===== src/rtl/fp_peak_scheduler.sv =====
// Windowed single-precision peak finder: one shared comparator is time-shared
// between the threshold test and the running-max test, one sample per 3 cycles.
module fp_peak_cmp (
  input  logic [31:0] a,
  input  logic [31:0] b,
  output logic        gt,
  output logic        lt,
  output logic        eq
);
  logic [31:0] ka, kb;

  // Map to an unsigned key: negatives invert, positives set the top bit, so -0 < +0
  assign ka = a[31] ? ~a : {1'b1, a[30:0]};
  assign kb = b[31] ? ~b : {1'b1, b[30:0]};
  assign gt = ka > kb;
  assign lt = ka < kb;
  assign eq = a == b;
endmodule

module fp_peak_scheduler #(
  parameter int WIN  = 8,
  parameter int IDXW = 3
) (
  input  logic            clk,
  input  logic            rst_n,
  input  logic            in_valid,
  input  logic [31:0]     in_data,
  output logic            in_ready,
  input  logic            cfg_we,
  input  logic [31:0]     cfg_thr,
  output logic            out_valid,
  input  logic            out_ready,
  output logic [31:0]     out_max,
  output logic [IDXW-1:0] out_idx,
  output logic [IDXW:0]   out_above
);
  typedef enum logic [1:0] {IDLE, CMP_THR, CMP_MAX, REPORT} state_t;

  localparam logic [IDXW-1:0] LAST = IDXW'(WIN - 1);

  state_t          state;
  logic [31:0]     s_reg, max_reg, thr_reg;
  logic [IDXW-1:0] cnt, max_idx;
  logic [IDXW:0]   above_cnt;
  logic            first;

  logic [31:0] cmp_b;
  logic        cmp_gt, cmp_lt, cmp_eq, cmp_win, take_max;

  assign cmp_b    = (state == CMP_THR) ? thr_reg : max_reg;
  // Strict win only: a tie never counts and never displaces an earlier max
  assign cmp_win  = cmp_gt & ~cmp_lt & ~cmp_eq;
  assign take_max = first | cmp_win;

  fp_peak_cmp u_cmp (
    .a  (s_reg),
    .b  (cmp_b),
    .gt (cmp_gt),
    .lt (cmp_lt),
    .eq (cmp_eq)
  );

  always_ff @(posedge clk or negedge rst_n) begin
    if (!rst_n) begin
      state     <= IDLE;
      in_ready  <= 1'b1;
      out_valid <= 1'b0;
      s_reg     <= '0;
      max_reg   <= '0;
      thr_reg   <= '0;
      cnt       <= '0;
      max_idx   <= '0;
      above_cnt <= '0;
      first     <= 1'b1;
      out_max   <= '0;
      out_idx   <= '0;
      out_above <= '0;
    end else begin
      if (cfg_we) thr_reg <= cfg_thr;
      case (state)
        IDLE: begin
          if (in_valid) begin
            s_reg    <= in_data;
            in_ready <= 1'b0;
            state    <= CMP_THR;
          end
        end
        CMP_THR: begin
          if (cmp_win) above_cnt <= above_cnt + 1'b1;
          state <= CMP_MAX;
        end
        CMP_MAX: begin
          first <= 1'b0;
          if (take_max) begin
            max_reg <= s_reg;
            max_idx <= cnt;
          end
          if (cnt == LAST) begin
            // Capture the final result directly so the outputs are valid in REPORT
            out_max   <= take_max ? s_reg : max_reg;
            out_idx   <= take_max ? cnt : max_idx;
            out_above <= above_cnt;
            out_valid <= 1'b1;
            state     <= REPORT;
          end else begin
            cnt      <= cnt + 1'b1;
            in_ready <= 1'b1;
            state    <= IDLE;
          end
        end
        REPORT: begin
          if (out_ready) begin
            cnt       <= '0;
            above_cnt <= '0;
            first     <= 1'b1;
            out_valid <= 1'b0;
            in_ready  <= 1'b1;
            state     <= IDLE;
          end
        end
        default: state <= IDLE;
      endcase
    end
  end
endmodule

===== config.mk =====
export PLATFORM = sky130hd
export DESIGN_NAME = fp_peak_scheduler
export DESIGN_NICKNAME = d
export VERILOG_FILES = /design/src/rtl/fp_peak_scheduler.sv
export SDC_FILE = /design/constraint.sdc
export NUM_CORES = 1
export LEC_CHECK = 0
export CORE_ASPECT_RATIO = 2
export CORE_MARGIN = 2
export CORE_UTILIZATION = 60
export DETAILED_ROUTE_END_ITERATION = 8
export PLACE_DENSITY = 0.84
export SETUP_SLACK_MARGIN = 0.1
export SLEW_MARGIN = 30
export SYNTH_ARGS = -nofsm -noshare
export SYNTH_HDL_FRONTEND = slang
export SYNTH_SLANG_ARGS = --single-unit

===== constraint.sdc =====
create_clock -name clk -period 11.1 [get_ports clk]
set_clock_uncertainty 0.15 [all_clocks]
set_input_delay 2.22 -clock clk [delete_from_list [all_inputs] [get_ports clk]]
set_output_delay 2.22 -clock clk [all_outputs]
set_load 0.02 [all_outputs]

Yosys cells after proc, flatten, opt, wreduce, memory -nomap -nowiden
Index checks and enable logic that the tools add are counted.
{"block": "totals", "ff_bits": 150, "elab_cells": 69, "memories": 0, "latch_bits": 0, "input_bits": 69, "out_inout_bits": 41, "mem_bits_rw": 0, "rom_bits": 0}
{"block": "classes", "add_sub_neg": 2, "div_mod_pow": 0, "n_reduce_logical": 12, "order_cmp": 2, "mul": 0, "bitwise": 7, "eq_ne": 10, "shifts": 0, "mux": 23}
{"cell": "$mux 32", "n": 4}
{"cell": "$not 32->32", "n": 2}
{"cell": "$eq 32x32->1", "n": 1}
{"cell": "$gt 32x32->1", "n": 1}
{"cell": "$lt 32x32->1", "n": 1}
{"cell": "$ne 2x2->1 const B", "n": 5}
{"cell": "$mux 3", "n": 3}
{"cell": "$reduce_and 3->1", "n": 3}
{"cell": "$mux 4", "n": 2}
{"cell": "$pmux 2 s4", "n": 1}
{"cell": "$pmux 4 s2", "n": 1}
{"cell": "$reduce_and 2->1", "n": 4}
{"cell": "$mux 2", "n": 3}
{"cell": "$pmux 3 s2", "n": 1}
{"cell": "$mux 1", "n": 5}
{"cell": "$add 4x1->4 const B", "n": 1}
{"cell": "$eq 2x2->1 const B", "n": 2}
{"cell": "$pmux 1 s2", "n": 2}
{"cell": "$reduce_and 4->1", "n": 1}
{"cell": "$reduce_bool 2->1", "n": 2}
{"cell": "$add 3x1->3 const B", "n": 1}
{"cell": "$eq 3x3->1 const B", "n": 1}
{"cell": "$pmux 1 s3", "n": 1}
{"cell": "$reduce_bool 3->1", "n": 1}
{"cell": "other kinds (5)", "n": 7}

Logic depth before layout (Yosys ltp)
{"block": "logic_depth", "word_depth": 10, "mapped_depth": 20, "ltp_nobuf": 13}

Hierarchy
Synthesis repeated with hierarchy kept, for this count alone.
{"block": "unflattened", "cells_unflattened": 781, "hier_area_um2": 8421.8}
{"mod": "fp_peak_scheduler", "cells_each": 585, "instances": 1, "area_each_um2": 6784.0, "seq_area_each_um2": 3756.1}
{"mod": "fp_peak_cmp", "cells_each": 196, "instances": 1, "area_each_um2": 1637.8, "seq_area_each_um2": 0.0}

Least setup slack after synthesis
Ideal clock, no wire load.
{"block": "synth_timing", "kind": "flip-flop to flip-flop", "start": "register state[0]", "end": "register max_idx[0]", "stages_incl_launch_ff": 19, "period_less_slack_ns": 4.766, "path_slack_ns": 6.334, "arrival_time_ns": 4.491, "setup_time_ns": 0.125, "n_path_buf": 7, "t_required_ns": 10.825, "path_cell_list": "dfrtp_1 > buf_6 > nor2b_4 > buf_6 > buf_2 > buf_1 > mux2i_1 > clkbuf_1 > xnor2_1 > ha_1 > nand4_1 > nor4_1 > o31a_1 > a21boi_0 > o32ai_2 > buf_6 > nor3_4 > buf_6 > mux2_4"}
{"block": "synth_via", "elab_chain_len": 10, "elab_cells_between_ends": 14, "classes_between": "2 x order compare; 3 x eq/ne; 3 x mux; 6 x bitwise"}
{"element": "start, declared", "line": "41", "source": "state_t state;"}
{"element": "start signal, assigned", "line": "65", "source": "state <= IDLE;"}
{"element": "start signal, assigned", "line": "85", "source": "state <= CMP_THR;"}
{"element": "start signal, assigned", "line": "90", "source": "state <= CMP_MAX;"}
{"element": "$eq 2x1->1", "line": "50", "source": "assign cmp_b = (state == CMP_THR) ? thr_reg : max_reg;"}
{"element": "$mux 32", "line": "50"}
{"element": "$not 32->32", "line": "14", "source": "assign kb = b[31] ? ~b : {1'b1, b[30:0]};"}
{"element": "$mux 32", "line": "14"}
{"element": "$lt 32x32->1", "line": "16", "source": "assign lt = ka < kb;"}
{"element": "$not 1->1", "line": "52", "source": "assign cmp_win = cmp_gt & ~cmp_lt & ~cmp_eq;"}
{"element": "$and 1x1->1 (2 in a row)", "line": "52"}
{"element": "$or 1x1->1", "line": "53", "source": "assign take_max = first | cmp_win;"}
{"element": "$mux 3"}
{"element": "end signal, assigned", "line": "96", "source": "max_idx <= cnt;"}
{"element": "end, declared", "line": "43", "source": "logic [IDXW-1:0] cnt, max_idx;"}
Parallel ways exist; a longest one is shown, timed or not.
A chain may end at the register's enable or synchronous reset.

Worst setup path after layout
{"block": "layout_timing", "start": "register state[0]", "end": "register max_reg[15]"}
{"block": "layout_via", "elab_chain_len": 10, "elab_cells_between_ends": 14, "classes_between": "2 x order compare; 3 x eq/ne; 3 x mux; 6 x bitwise"}
{"element": "$eq 2x1->1", "line": "50"}
{"element": "$mux 32", "line": "50"}
{"element": "$not 32->32", "line": "14"}
{"element": "$mux 32", "line": "14"}
{"element": "$lt 32x32->1", "line": "16"}
{"element": "$not 1->1", "line": "52"}
{"element": "$and 1x1->1 (2 in a row)", "line": "52"}
{"element": "$or 1x1->1", "line": "53"}
{"element": "$mux 32"}
{"element": "end signal, assigned", "line": "95", "source": "max_reg <= s_reg;"}
{"element": "end, declared", "line": "42", "source": "logic [31:0] s_reg, max_reg, thr_reg;"}
Parallel ways exist; a longest one is shown, timed or not.

==> results.rst <==
.. list-table::
   :header-rows: 1

   * - Metric
     - Value
   * - Most numerous cell in the Yosys netlist
     - sky130_fd_sc_hd__dfrtp_1
   * - Classification of the worst setup path
     - flop to flop
   * - Largest fanout of any net on the critical path
     - 36
   * - Fmax
     - 158 MHz
   * - Root Driver
     - sky130_fd_sc_hd__clkbuf_16
   * - Endpoint class of the critical path
     - flop
   * - Vertical die dimension
     - 173 um
   * - Total power
     - 4.00 mW
   * - R2R cell count
     - 14
   * - Area of the multi-input gates
     - 4470 sq um
   * - Part of the total power dissipated in sequential elements
     - 0.270
   * - Routed wire per std cell
     - about 22 um
   * - CTS Hold Buffers Added
     - 0
   * - Fraction of synthesized area in multiplexers
     - 0.222
   * - Count of vias placed by the detailed router
     - between 6000 and 7000
   * - CTS tree
     - done
   * - Cell type with the highest aggregate area in the netlist
     - sky130_fd_sc_hd__dfrtp_1
   * - Clock sink count
     - 150
   * - Share of layout cells above drive strength 1
     - 0.181
   * - Post-synthesis async set-or-reset flop share
     - 1.00
   * - Start point of the worst hold path
     - in_ready
   * - Port Buf Inserts
     - 109
   * - Final hold violation count
     - 0
   * - Combined area of all synthesized cells
     - 8530 sq um
   * - CTS buffer count
     - 17
   * - H-tree Lvls
     - 4
   * - Leakage
     - 4.38 nW
   * - RePlAce Congestion
     - just over 0.9
   * - Clk slew on worst S/H paths
     - 70 ps
   * - Number of antenna violations at the first check in global routing
     - 0
   * - Die Span X
     - 88.3 um
   * - Global-route total usage across every layer
     - 0.309
   * - DP HPWL
     - 15.8 mm
   * - Wire length of the first global-routing pass
     - roughly 36 mm
   * - Yosys synthesis warning count
     - 0
   * - Worst min-delay path endpoint
     - in_ready
   * - Total placed instance area
     - just under 10000 sq um
   * - Critical path arrival
     - 6490 ps
   * - Clock share of power
     - 0.151
   * - Reg area
     - 3760 sq um
   * - Clock latency of the later-clocked register in the worst-skew pair
     - 430 ps
   * - Combinational family with the most area after synthesis
     - multiplexers
   * - Crit path required time
     - 11250 ps
   * - Residual DRC
     - 0
   * - Area of the core
     - approximately 14000 sq um
   * - Nature of the critical path startpoint
     - flop
   * - Flop-to-flop setup slack
     - 4760 ps
   * - Crit path time final
     - 6340 ps
   * - Diode count
     - 0
   * - Final worst-path cycle share
     - 0.571
   * - Commonest cells post-synth
     - sky130_fd_sc_hd__dfrtp_1 (148), sky130_fd_sc_hd__mux2_2 (69), sky130_fd_sc_hd__mux2i_1 (64)
   * - Adder and majority cell fraction of the synthesized area
     - 0.0513
   * - Number of storage elements in the synthesis netlist
     - 150
   * - Maximum number of pins on one net before global-route repair
     - 77
   * - Vias per cell
     - 6.01
   * - Relative area change from synthesis to final layout
     - 20.8%
   * - Parity-gate share of the synthesized area counting xor and xnor cells
     - 0.0873
   * - Nets in the synthesized netlist
     - 846
   * - Clock Path Buffers
     - 2
   * - Filler cell count in the final layout
     - 970
   * - Largest voltage drop on the vdd net
     - 203 uV
   * - DIE AREA
     - roughly 15000 sq um
   * - Total overflow reported by the global router
     - 0
   * - Setup bufs post-CTS
     - 0
   * - Number of instances in the synthesized netlist
     - 742
   * - Final setup violation count
     - 0
   * - Number of ports placed on the die boundary
     - 110
   * - P_sw
     - 1.75 mW
   * - Total negative setup slack
     - 0 ps
   * - Remaining number of nets flagged by the antenna check after routing
     - 0
   * - Synth Area in Simple Gates
     - 0.0773
   * - Worst slew margin
     - 0.423
   * - Number of global-route vias before repair
     - a little under 7000
   * - Cell area after layout
     - 10300 sq um
   * - Max_cap viols
     - 0
   * - Number of placement rows
     - 61
   * - Post-Syn Area per Cell
     - roughly 11 sq um
   * - Worst r2r src
     - state[0]
   * - Worst Tran Pin Value
     - 865 ps
   * - WL final
     - 22.4 mm
   * - Sequential-to-total area share from yosys stat
     - 0.440
   * - Number of enable-type register cells in the synthesized netlist
     - 0
   * - Max-slew violation total from the final report
     - 0
   * - Net count reported at finish
     - 934
   * - Initial Util
     - 0.614
   * - Switching Share
     - 0.437
   * - Number of instances on the worst hold path
     - 2
   * - Internal portion of total power
     - 2.25 mW
   * - Resized Gates After CTS
     - 0
   * - Synthesized-area fraction occupied by ao, oa, aoi and oai cells
     - 0.0832
   * - Drt first pass iters
     - 5
   * - Count of distinct cell types in the synthesized netlist
     - 55
   * - Total power density per cell area
     - 388 nW/um^2
   * - Fraction of post-synthesis cell area in the top cell type by area
     - 0.434
   * - Violation count after the first detailed-route iteration
     - 387
   * - Setup repair after global routing missed its margin
     - false
   * - Reg-to-Reg End
     - max_reg[15]
   * - Outcome
     - finished, final reports clean
   * - Worst hold path type
     - flop to flop
   * - Ys flop type
     - sky130_fd_sc_hd__dfrtp_1
   * - Logic pwr share
     - 0.578
   * - Most area-consuming cells after synthesis
     - sky130_fd_sc_hd__dfrtp_1 (43%), sky130_fd_sc_hd__mux2_2 (9.1%), sky130_fd_sc_hd__mux2i_1 (7.5%)
==> routing by layer <==
layer / up-vias / routed length (um) / global-route usage
met5: - / 0 / 0
met4: 0 / 718 / 0.129
met3: 51 / 703 / 0.0444
met2: 200 / 12900 / 0.568
met1: 3138 / 8070 / 0.342
li1: 2814 / - / -
==> area by class of cell <==
type                    count  share of cell area
clock buffers              19              0.0430
clock inverters            13              0.0165
inverters                  17             0.00619
multi-input cells         526               0.434
flip-flops and latches    150               0.364
well taps                 189              0.0229
repair buffers            118               0.113
==> critical path, cell delays in order, from the launching register on <==
cell and delay (ps):
sky130_fd_sc_hd__dfrtp_1 570, sky130_fd_sc_hd__nor2b_4 460, sky130_fd_sc_hd__buf_4 570, sky130_fd_sc_hd__mux2i_4 310, sky130_fd_sc_hd__buf_4 470, sky130_fd_sc_hd__xnor2_1 180, sky130_fd_sc_hd__ha_1 340, sky130_fd_sc_hd__nand4_1 140
sky130_fd_sc_hd__or4_1 550, sky130_fd_sc_hd__o31a_1 300, sky130_fd_sc_hd__o32ai_4 770, sky130_fd_sc_hd__buf_4 530, sky130_fd_sc_hd__nor3_4 50, sky130_fd_sc_hd__buf_4 340, sky130_fd_sc_hd__mux2_4 390
==> power groups by stage <==
stage | Combinational, mW | Sequential, mW | Clock, mW
floorplan | 1.69 | 1.03 | 0
global placement | 2.20 | 1.06 | 0
detailed placement | 2.28 | 1.08 | 0
CTS | 2.31 | 1.07 | 0.612
global route | 2.52 | 1.11 | 0.634
finish | 2.31 | 1.08 | 0.605
==> cell families after synthesis <==
family | after synthesis
buffers and inverters | 66
XOR/XNOR | 85
AO/OA/AOI/OAI | 116
flip-flops | 150
multiplexers | 165
AND/OR/NAND/NOR | 125
adder cells (fa/ha/maj) | 35
==> cell usage in the layout (no fill, tap or decap), types with 4 or more instances in the layout <==
| cell type | synthesis | routed |
|---|---|---|
| sky130_fd_sc_hd__ha_1 | 35 | 35 |
| sky130_fd_sc_hd__mux2_4 | 30 | 30 |
| sky130_fd_sc_hd__a21oi_1 | 57 | 57 |
| sky130_fd_sc_hd__a21o_1 | 4 | 4 |
| sky130_fd_sc_hd__nor3_1 | 4 | 4 |
| sky130_fd_sc_hd__nor4_1 | 5 | 5 |
| sky130_fd_sc_hd__xnor2_1 | 46 | 46 |
| sky130_fd_sc_hd__nand2b_1 | 6 | 6 |
| sky130_fd_sc_hd__nand2_1 | 19 | 19 |
| sky130_fd_sc_hd__o21ai_0 | 19 | 19 |
| sky130_fd_sc_hd__nand4_1 | 11 | 11 |
| sky130_fd_sc_hd__a22oi_1 | 4 | 4 |
| sky130_fd_sc_hd__buf_4 | 0 | 8 |
| sky130_fd_sc_hd__clkdlybuf4s50_1 | 0 | 108 |
| sky130_fd_sc_hd__o22ai_1 | 5 | 5 |
| sky130_fd_sc_hd__dfrtp_1 | 148 | 148 |
| sky130_fd_sc_hd__nor2_1 | 42 | 42 |
| sky130_fd_sc_hd__clkbuf_16 | 0 | 17 |
| sky130_fd_sc_hd__mux2i_1 | 64 | 63 |
| sky130_fd_sc_hd__nand3_1 | 11 | 11 |
| sky130_fd_sc_hd__inv_1 | 17 | 17 |
| sky130_fd_sc_hd__mux2_2 | 69 | 69 |
| sky130_fd_sc_hd__xor2_1 | 39 | 39 |
| sky130_fd_sc_hd__inv_6 | 0 | 4 |
| sky130_fd_sc_hd__nor2b_1 | 11 | 11 |
==> worst max-delay path by stage <==
stage | start | endpoint | depth (start not counted)
2_1_floorplan | state[0] | max_idx[0] | 18
3_3_place_gp | state[0] | max_reg[13] | 14
3_5_place_dp | state[0] | max_reg[16] | 14
4_1_cts | state[0] | max_reg[15] | 14
5_1_grt | state[0] | max_reg[15] | 16
6_report | state[0] | max_reg[15] | 14
==> through the flow <==
stage / worst slack [ps] / instances / hold slack [ps] / util
2_1_floorplan: 6330 / 742 / 329 / -
3_3_place_gp: 5120 / 1000 / 307 / 0.697
3_5_place_dp: 4900 / 1000 / 316 / 0.697
4_1_cts: 4800 / 1032 / 333 / 0.742
5_1_grt: 4450 / 1032 / 368 / 0.742
6_report: 4760 / 1032 / 331 / 0.742
(Power assumes the default switching activity.)
